[src/rtl/control_unit.sv]
// Multicycle MIPS-style control unit: Moore FSM sequencing fetch/decode/execute
// and decoding the per-state datapath controls.
module control_unit #(
    parameter bit BNE_EN = 1'b1
) (
    input  logic       clk,
    input  logic       reset,
    input  logic [5:0] op,
    input  logic [5:0] funct,
    input  logic       zero,
    output logic       PCen,
    output logic       IorD,
    output logic       Ori,
    output logic       MemWrite,
    output logic       IRWrite,
    output logic       RegDst,
    output logic       MemtoReg,
    output logic       RegWrite,
    output logic       ALUSrcA,
    output logic [1:0] ALUSrcB,
    output logic [1:0] PCSrc,
    output logic [2:0] ALUControl,
    output logic [3:0] state_o
);

    typedef enum logic [3:0] {
        S_FETCH  = 4'd0,
        S_DECODE = 4'd1,
        S_MEMADR = 4'd2,
        S_MEMRD  = 4'd3,
        S_MEMWB  = 4'd4,
        S_MEMWR  = 4'd5,
        S_EXEC   = 4'd6,
        S_ALUWB  = 4'd7,
        S_BRANCH = 4'd8,
        S_IMMEX  = 4'd9,
        S_IMMWB  = 4'd10,
        S_JUMP   = 4'd11,
        S_GPIEX  = 4'd12
    } state_t;

    localparam logic [5:0] OP_RTYPE = 6'h00;
    localparam logic [5:0] OP_J     = 6'h02;
    localparam logic [5:0] OP_BEQ   = 6'h04;
    localparam logic [5:0] OP_BNE   = 6'h05;
    localparam logic [5:0] OP_ADDI  = 6'h08;
    localparam logic [5:0] OP_SLTI  = 6'h0A;
    localparam logic [5:0] OP_LW    = 6'h23;
    localparam logic [5:0] OP_SW    = 6'h2B;
    localparam logic [5:0] OP_GPI   = 6'h3F;

    localparam logic [2:0] ALU_ADD = 3'b010;
    localparam logic [2:0] ALU_SUB = 3'b110;
    localparam logic [2:0] ALU_AND = 3'b000;
    localparam logic [2:0] ALU_OR  = 3'b001;
    localparam logic [2:0] ALU_SLT = 3'b111;

    localparam logic [1:0] SRCB_REG  = 2'b00;
    localparam logic [1:0] SRCB_FOUR = 2'b01;
    localparam logic [1:0] SRCB_IMM  = 2'b10;
    localparam logic [1:0] SRCB_BOFS = 2'b11;

    localparam logic [1:0] PC_ALU    = 2'b00;
    localparam logic [1:0] PC_ALUO   = 2'b01;
    localparam logic [1:0] PC_JUMP   = 2'b10;

    state_t     state_q, state_d;
    logic       funct_ok_c;
    logic [2:0] funct_alu_c;
    logic       pc_write_c, branch_c, ir_write_c, mem_write_c, reg_write_c;

    always_ff @(posedge clk or negedge reset) begin
        if (!reset) state_q <= S_FETCH;
        else        state_q <= state_d;
    end

    // R-type funct decode; unsupported functs execute as a NOP
    always_comb begin
        funct_ok_c  = 1'b1;
        funct_alu_c = ALU_ADD;
        case (funct)
            6'h20:   funct_alu_c = ALU_ADD;
            6'h22:   funct_alu_c = ALU_SUB;
            6'h24:   funct_alu_c = ALU_AND;
            6'h25:   funct_alu_c = ALU_OR;
            6'h2A:   funct_alu_c = ALU_SLT;
            default: funct_ok_c  = 1'b0;
        endcase
    end

    always_comb begin
        state_d     = S_FETCH;
        pc_write_c  = 1'b0;
        branch_c    = 1'b0;
        ir_write_c  = 1'b0;
        mem_write_c = 1'b0;
        reg_write_c = 1'b0;
        IorD        = 1'b0;
        Ori         = 1'b0;
        RegDst      = 1'b0;
        MemtoReg    = 1'b0;
        ALUSrcA     = 1'b0;
        ALUSrcB     = SRCB_REG;
        PCSrc       = PC_ALU;
        ALUControl  = ALU_ADD;
        case (state_q)
            S_FETCH: begin
                ir_write_c = 1'b1;
                pc_write_c = 1'b1;
                ALUSrcB    = SRCB_FOUR;
                state_d    = S_DECODE;
            end
            S_DECODE: begin
                ALUSrcB = SRCB_BOFS;
                case (op)
                    OP_LW, OP_SW:     state_d = S_MEMADR;
                    OP_RTYPE:         state_d = S_EXEC;
                    OP_BEQ:           state_d = S_BRANCH;
                    OP_BNE:           state_d = BNE_EN ? S_BRANCH : S_FETCH;
                    OP_ADDI, OP_SLTI: state_d = S_IMMEX;
                    OP_J:             state_d = S_JUMP;
                    OP_GPI:           state_d = S_GPIEX;
                    default:          state_d = S_FETCH;
                endcase
            end
            S_MEMADR: begin
                ALUSrcA = 1'b1;
                ALUSrcB = SRCB_IMM;
                state_d = (op == OP_LW) ? S_MEMRD : S_MEMWR;
            end
            S_MEMRD: begin
                IorD    = 1'b1;
                state_d = S_MEMWB;
            end
            S_MEMWB: begin
                MemtoReg    = 1'b1;
                reg_write_c = 1'b1;
            end
            S_MEMWR: begin
                IorD        = 1'b1;
                mem_write_c = 1'b1;
            end
            S_EXEC: begin
                ALUSrcA    = 1'b1;
                ALUControl = funct_alu_c;
                state_d    = S_ALUWB;
            end
            S_ALUWB: begin
                RegDst      = 1'b1;
                reg_write_c = funct_ok_c;
            end
            S_BRANCH: begin
                ALUSrcA    = 1'b1;
                ALUControl = ALU_SUB;
                PCSrc      = PC_ALUO;
                branch_c   = ((op == OP_BEQ) && zero) ||
                             (BNE_EN && (op == OP_BNE) && !zero);
            end
            S_IMMEX: begin
                ALUSrcA    = 1'b1;
                ALUSrcB    = SRCB_IMM;
                ALUControl = (op == OP_SLTI) ? ALU_SLT : ALU_ADD;
                state_d    = S_IMMWB;
            end
            S_IMMWB: begin
                reg_write_c = 1'b1;
            end
            S_JUMP: begin
                PCSrc      = PC_JUMP;
                pc_write_c = 1'b1;
            end
            S_GPIEX: begin
                Ori     = 1'b1;
                ALUSrcA = 1'b1;
                ALUSrcB = SRCB_IMM;
                state_d = S_IMMWB;
            end
            default: state_d = S_FETCH;
        endcase
    end

    // Architectural write enables are held off for as long as reset is low
    assign PCen     = reset & (pc_write_c | branch_c);
    assign IRWrite  = reset & ir_write_c;
    assign MemWrite = reset & mem_write_c;
    assign RegWrite = reset & reg_write_c;
    assign state_o  = state_q;

endmodule

[config.mk]
export PLATFORM = sky130hd
export DESIGN_NAME = control_unit
export DESIGN_NICKNAME = d
export VERILOG_FILES = /design/src/rtl/control_unit.sv
export SDC_FILE = /design/constraint.sdc
export NUM_CORES = 1
export LEC_CHECK = 0
export BUFFER_PORTS_ARGS = -buffer_cell sky130_fd_sc_hd__buf_4
export CAP_MARGIN = 15
export CELL_PAD_IN_SITES_DETAIL_PLACEMENT = 1
export CELL_PAD_IN_SITES_GLOBAL_PLACEMENT = 1
export CORE_UTILIZATION = 29
export DETAILED_ROUTE_END_ITERATION = 8
export HOLD_SLACK_MARGIN = 0.02
export PLACE_DENSITY = 0.88
export SLEW_MARGIN = 20
export SYNTH_ARGS = -nofsm -noshare
export SYNTH_HDL_FRONTEND = slang
export SYNTH_SLANG_ARGS = --single-unit
[constraint.sdc]
create_clock -name clk -period 3.49 [get_ports clk]
set_clock_uncertainty 0.2 [all_clocks]
set_input_delay 0.349 -clock clk [delete_from_list [all_inputs] [get_ports clk]]
set_output_delay 0.349 -clock clk [all_outputs]
set_load 0.02 [all_outputs]
# After elaboration in Yosys (flattened, before gate mapping)
# Cells that the tools add are included.
# word_totals
ff_bits,4
latch_bits,0
mem_bits_rw,0
rom_bits,0
input_bits,15
mem_count,0
# op_classes
add_sub_neg,0
multipliers,0
div_mod_pow,0
magnitude_cmp,0
n_eq_ne,25
n_shift,0
n_mux,19
bitwise_logic,5
reduce_logical,16
# op_table
operator,n
$eq 6x6->1 const B,8
$pmux 4 s6,2
$eq 4x4->1 const B,5
$eq 4x3->1 const B,4
$reduce_or 2->1,7
$eq 6x3->1 const B,2
$eq 6x4->1 const B,2
$pmux 3 s4,1
$mux 1,10
$reduce_or 5->1,2
$pmux 3 s3,1
$eq 4x2->1 const B,2
$eq 6x2->1 const B,1
$logic_not 6->1,1
$mux 3,2
$pmux 2 s3,1
$and 1x1->1,4
$eq 4x1->1 const B,1
$logic_not 4->1,1
$pmux 2 s2,1
$reduce_or 3->1,1
$logic_and 1x1->1,2
$pmux 1 s2,1
$logic_not 1->1,1
2 further kinds,2

# Depth between registers and ports, before layout
# depth
word_depth,6
ltp_mapped,5

# Worst setup path before layout
# Ideal clock, no wire load.
# synth_timing
kind,register to output
start,reg state_q[1] (netlist: state_o[1])
end,out IRWrite
arrival_time_ps,1822
slack_ps,1119
path_stages_with_launch,4
path_buffers,1
path_cell_list,dfrtp_1 buf_2 nor3_1 nor3b_1
# synth_via
elab_chain_cells,3
# synth_lines
item,line_no,rtl
start: declaration,67,"state_t state_q, state_d;"
start signal: assignment,74,else state_q <= state_d;
$logic_not 4->1,106,case (state_q)
$mux 1,106,
$and 1x1->1,184,assign IRWrite = reset & ir_write_c;
end: declaration,15,"output logic IRWrite,"
# Every way passes these cells.

# Worst setup path in the final report
# layout_timing
start,reg state_q[3] (netlist: state_o[3])
end,out PCen
# layout_via
elab_chain_cells,5
word_cells_on_any_way,8
# layout_lines
item,line_no,rtl
$eq 4x4->1 / $logic_not 4->1 (equally long branches),106,
$reduce_or 2->1 (no line),-,
$mux 1,106,
$or 1x1->1 (*),183,assign PCen = reset & (pc_write_c | branch_c);
$and 1x1->1 (*),183,
end: declaration,11,"output logic PCen,"
# Every way passes the cells marked *; elsewhere a longest branch is shown, timed or not.

==> flow_summary_export.csv <==
group,metric,value,unit
timing,hold_viol,0,
logic_synthesis,synth_nets,104,
timing,fin_crit_sh,75.3,%
place,place_congestion,0.821,
cts,cts_root_buffer,"clkbuf_4",
place,place_ws,1.14,ns
detailed_routing,wl_met2,1070,microns
power_and_ir_drop,comb_power_share,61.4,%
floorplan,core_region_area,0.00182,sq mm
logic_synthesis,synthTopCellsByArea,"dfrtp_1 17%, nor2_1 7.6%, nor3_1 5.9%, nand2_1 5.7%, a21oi_1 5.1%",
detailed_routing,drcViolationCount,0,
grt,grt_pass1_wl,3290,microns
floorplan,pin_count,35,
logic_synthesis,yosysWarnings,0,
setup_path,worstPathArrival,2.08,ns
place,post-dp-hpwl,1630,microns
finish,syn_to_final_growth,49.0,%
floorplan,rows,15,
power_and_ir_drop,p_switching,0.000239,W
run_status,status,"completed",
timing,setup_ws,0.862,ns
detailed_routing,ant_nets,0,
logic_synthesis,synth.avg_cell_area,6.65,sq um
setup_path,r2r_slack,1.72,ns
logic_synthesis,async_flop_share,100,%
floorplan,chipHeight,47.2,microns
logic_synthesis,synth_top_cell_by_area,"dfrtp_1",
place,io_buffers,34,
floorplan,die_w,47.2,microns
setup_path,cp-end-kind,"primary output",
finish,n_fill_cell,252,
cts,numCtsBuffers,3,
detailed_routing,firstDrtPassIters,4,
floorplan,dieArea,0.00223,sq mm
finish,nets,138,
power_and_ir_drop,pwr-share-clk,12.6,%
logic_synthesis,ys_seq_area_share,16.9,%
grt,antenna_found_initial,0,
cts,clk_pin_slew,0.04,ns
grt,grt_max_degree,20,
logic_synthesis,synth_seq_cells,4,
job,drv_cap,0,
min_path,holdPathStages,3,
power_and_ir_drop,irDropWorstVdd,0.266,mV
power_and_ir_drop,sw_frac_of_total,51.0,%
finish,final_common_cell,"buf_4",
power_and_ir_drop,p_int,0.000230,W
setup_path,criticalPathCategory,"reg -> out",
timing,max_clock_freq,381,MHz
logic_synthesis,synth_ff_type,"dfrtp_1",
setup_path,r2r_cells,3,
cts,clockBufferDepth,2,
detailed_routing,routed.top_layer,"met4",
cts,cts.sinks,4,
detailed_routing,wl,2100,microns
min_path,whs_endpoint,"state_o[3]",
cts,htreeDepth,1,
finish,register_area,100,sq um
setup_path,critPathSlowestCell,"dfrtp_1",
logic_synthesis,yosysUniqueCellTypes,28,
timing,setup_viol,0,
timing,finalCriticalPeriod,2.63,ns
setup_path,r2r-end,"state_o[0]",
power_and_ir_drop,power.density,532,mW/mm^2
setup_path,crit_required,2.94,ns
grt,grt_pass1_vias,704,
logic_synthesis,synth_edf_count,0,
timing,slew-limit-headroom,60.1,%
detailed_routing,wirelength_met1,936,microns
grt,grt_overflow,0,
cts,clock_latency,0.24,ns
power_and_ir_drop,power.share.sequential,26.0,%
timing,tns,0,ns
setup_path,cp_cell_sequence,"nand2b_1 > or3_1 > nor3_1 > o21a_1 > buf_4",
cts,ctsResizeCount,0,
cts,cts_tree,"yes",
detailed_routing,dr_wl_met3,88,microns
detailed_routing,drtIter0Drc,9,
setup_path,r2r_start,"state_o[1]",
min_path,min_from,"op[3]",
finish,num_antenna_cells,0,
logic_synthesis,syn_inst,89,
timing,slew_violations,0,
detailed_routing,via_count,787,
finish,drive_gt1_share,33.9,%
setup_path,cpPeakStageDelay,0.69,ns
finish,final_cell_mix,"34 x buf_4, 12 x nor2_1, 9 x nand2_1",
finish,largest_reg_flops,4,
grt,grtUsageTotal,21.5,%
logic_synthesis,synthesis.area,592,sq um
detailed_routing,wl_per_cell,14.4,microns
power_and_ir_drop,p_leak,0.381,nW
detailed_routing,vias_per_cell,5.39,
finish,multiInputGateArea,444,sq um
logic_synthesis,synth.top_cell.area_share,16.9,%
floorplan,floorplan.initialDensity,32.5,%
timing,rsz0062_at_grt,"false",
setup_path,critical_path.max_fanout,18,
min_path,hold_path_class,"in -> reg",
setup_path,start_kind,"register",
timing,tightest_slew,0.598,ns
finish,final_util,48.5,%
cell usage after synthesis (all sizes together), types with 3 or more instances:
library cell and number:
xnor2 3, a21oi 7, nand2 9, inv 5, or3 4, nand2b 3
nor2 12, nor3 7, nor3b 4, nand3 4, o22ai 3, dfrtp 4
buf 6, o21ai 3
final cells by class:
type	count	share of cell area [%]
clock buffer	3	2.55
multi-input combinational	74	50.4
sequential	4	11.3
timing repair buffer	35	30.1
inverter	5	2.13
tap	25	3.55
metal layers:
metal / vias up / global-route usage, %
li1: 386 / -
met2: 26 / 36.7
met1: 372 / 27.5
met3: 3 / 3.46
met5: - / 0
met4: 0 / 6.86
worst max path at each step:
stage / startpoint / end / slack, ns / cells past startpoint
final: state_o[3] / PCen / 0.86 / 5
after global routing: state_o[3] / PCen / 0.72 / 5
after CTS: state_o[3] / PCen / 0.87 / 5
after detailed placement: state_o[3] / PCen / 1.14 / 5
after global placement: state_o[3] / PCen / 1.29 / 5
after floorplan: state_o[1] / IRWrite / 1.12 / 3
through the flow:
step	power (W)	cell area [sq um]	hold WS, ns	cells
6_report	0.000469	882	0.233	146
5_1_grt	0.000504	882	0.276	146
4_1_cts	0.000471	882	0.230	146
3_5_place_dp	0.000409	850	-0.0349	142
3_3_place_gp	0.000398	850	-0.0333	142
2_1_floorplan	0.000293	592	-0.147	89
cells by family after synthesis:
kind of cell	after synthesis	synth area share [%]
compound gates	22	26.2
xor+xnor	3	4.44
buf+inv	11	8.03
mux	1	1.69
simple gates	48	42.7
flops	4	16.9
what timing repair did:
| item | in CTS | in global routing |
|---|---|---|
| hold endpoints to repair | 4 | 0 |
| hold buffers | 1 | 0 |
| buffers inserted | 0 | 0 |
| setup endpoints to repair | 0 | 0 |
power groups by stage:
stage | combinational [W] | sequential (W) | clock (W)
final | 0.000288 | 0.000122 | 0.0000592
after global routing | 0.000313 | 0.000129 | 0.0000615
after CTS | 0.000291 | 0.000121 | 0.0000598
after detailed placement | 0.000287 | 0.000122 | 0
after global placement | 0.000279 | 0.000120 | 0
after floorplan | 0.000208 | 0.0000849 | 0
critical path: cells and delay by family, from the launching register on:
kind / cells / cell delay (ns)
AND/OR/NAND/NOR: 3 / 0.85
flip-flops: 1 / 0.69
AO/OA/AOI/OAI: 1 / 0.16
buffers and inverters: 1 / 0.14
(Power assumes the default switching activity.)
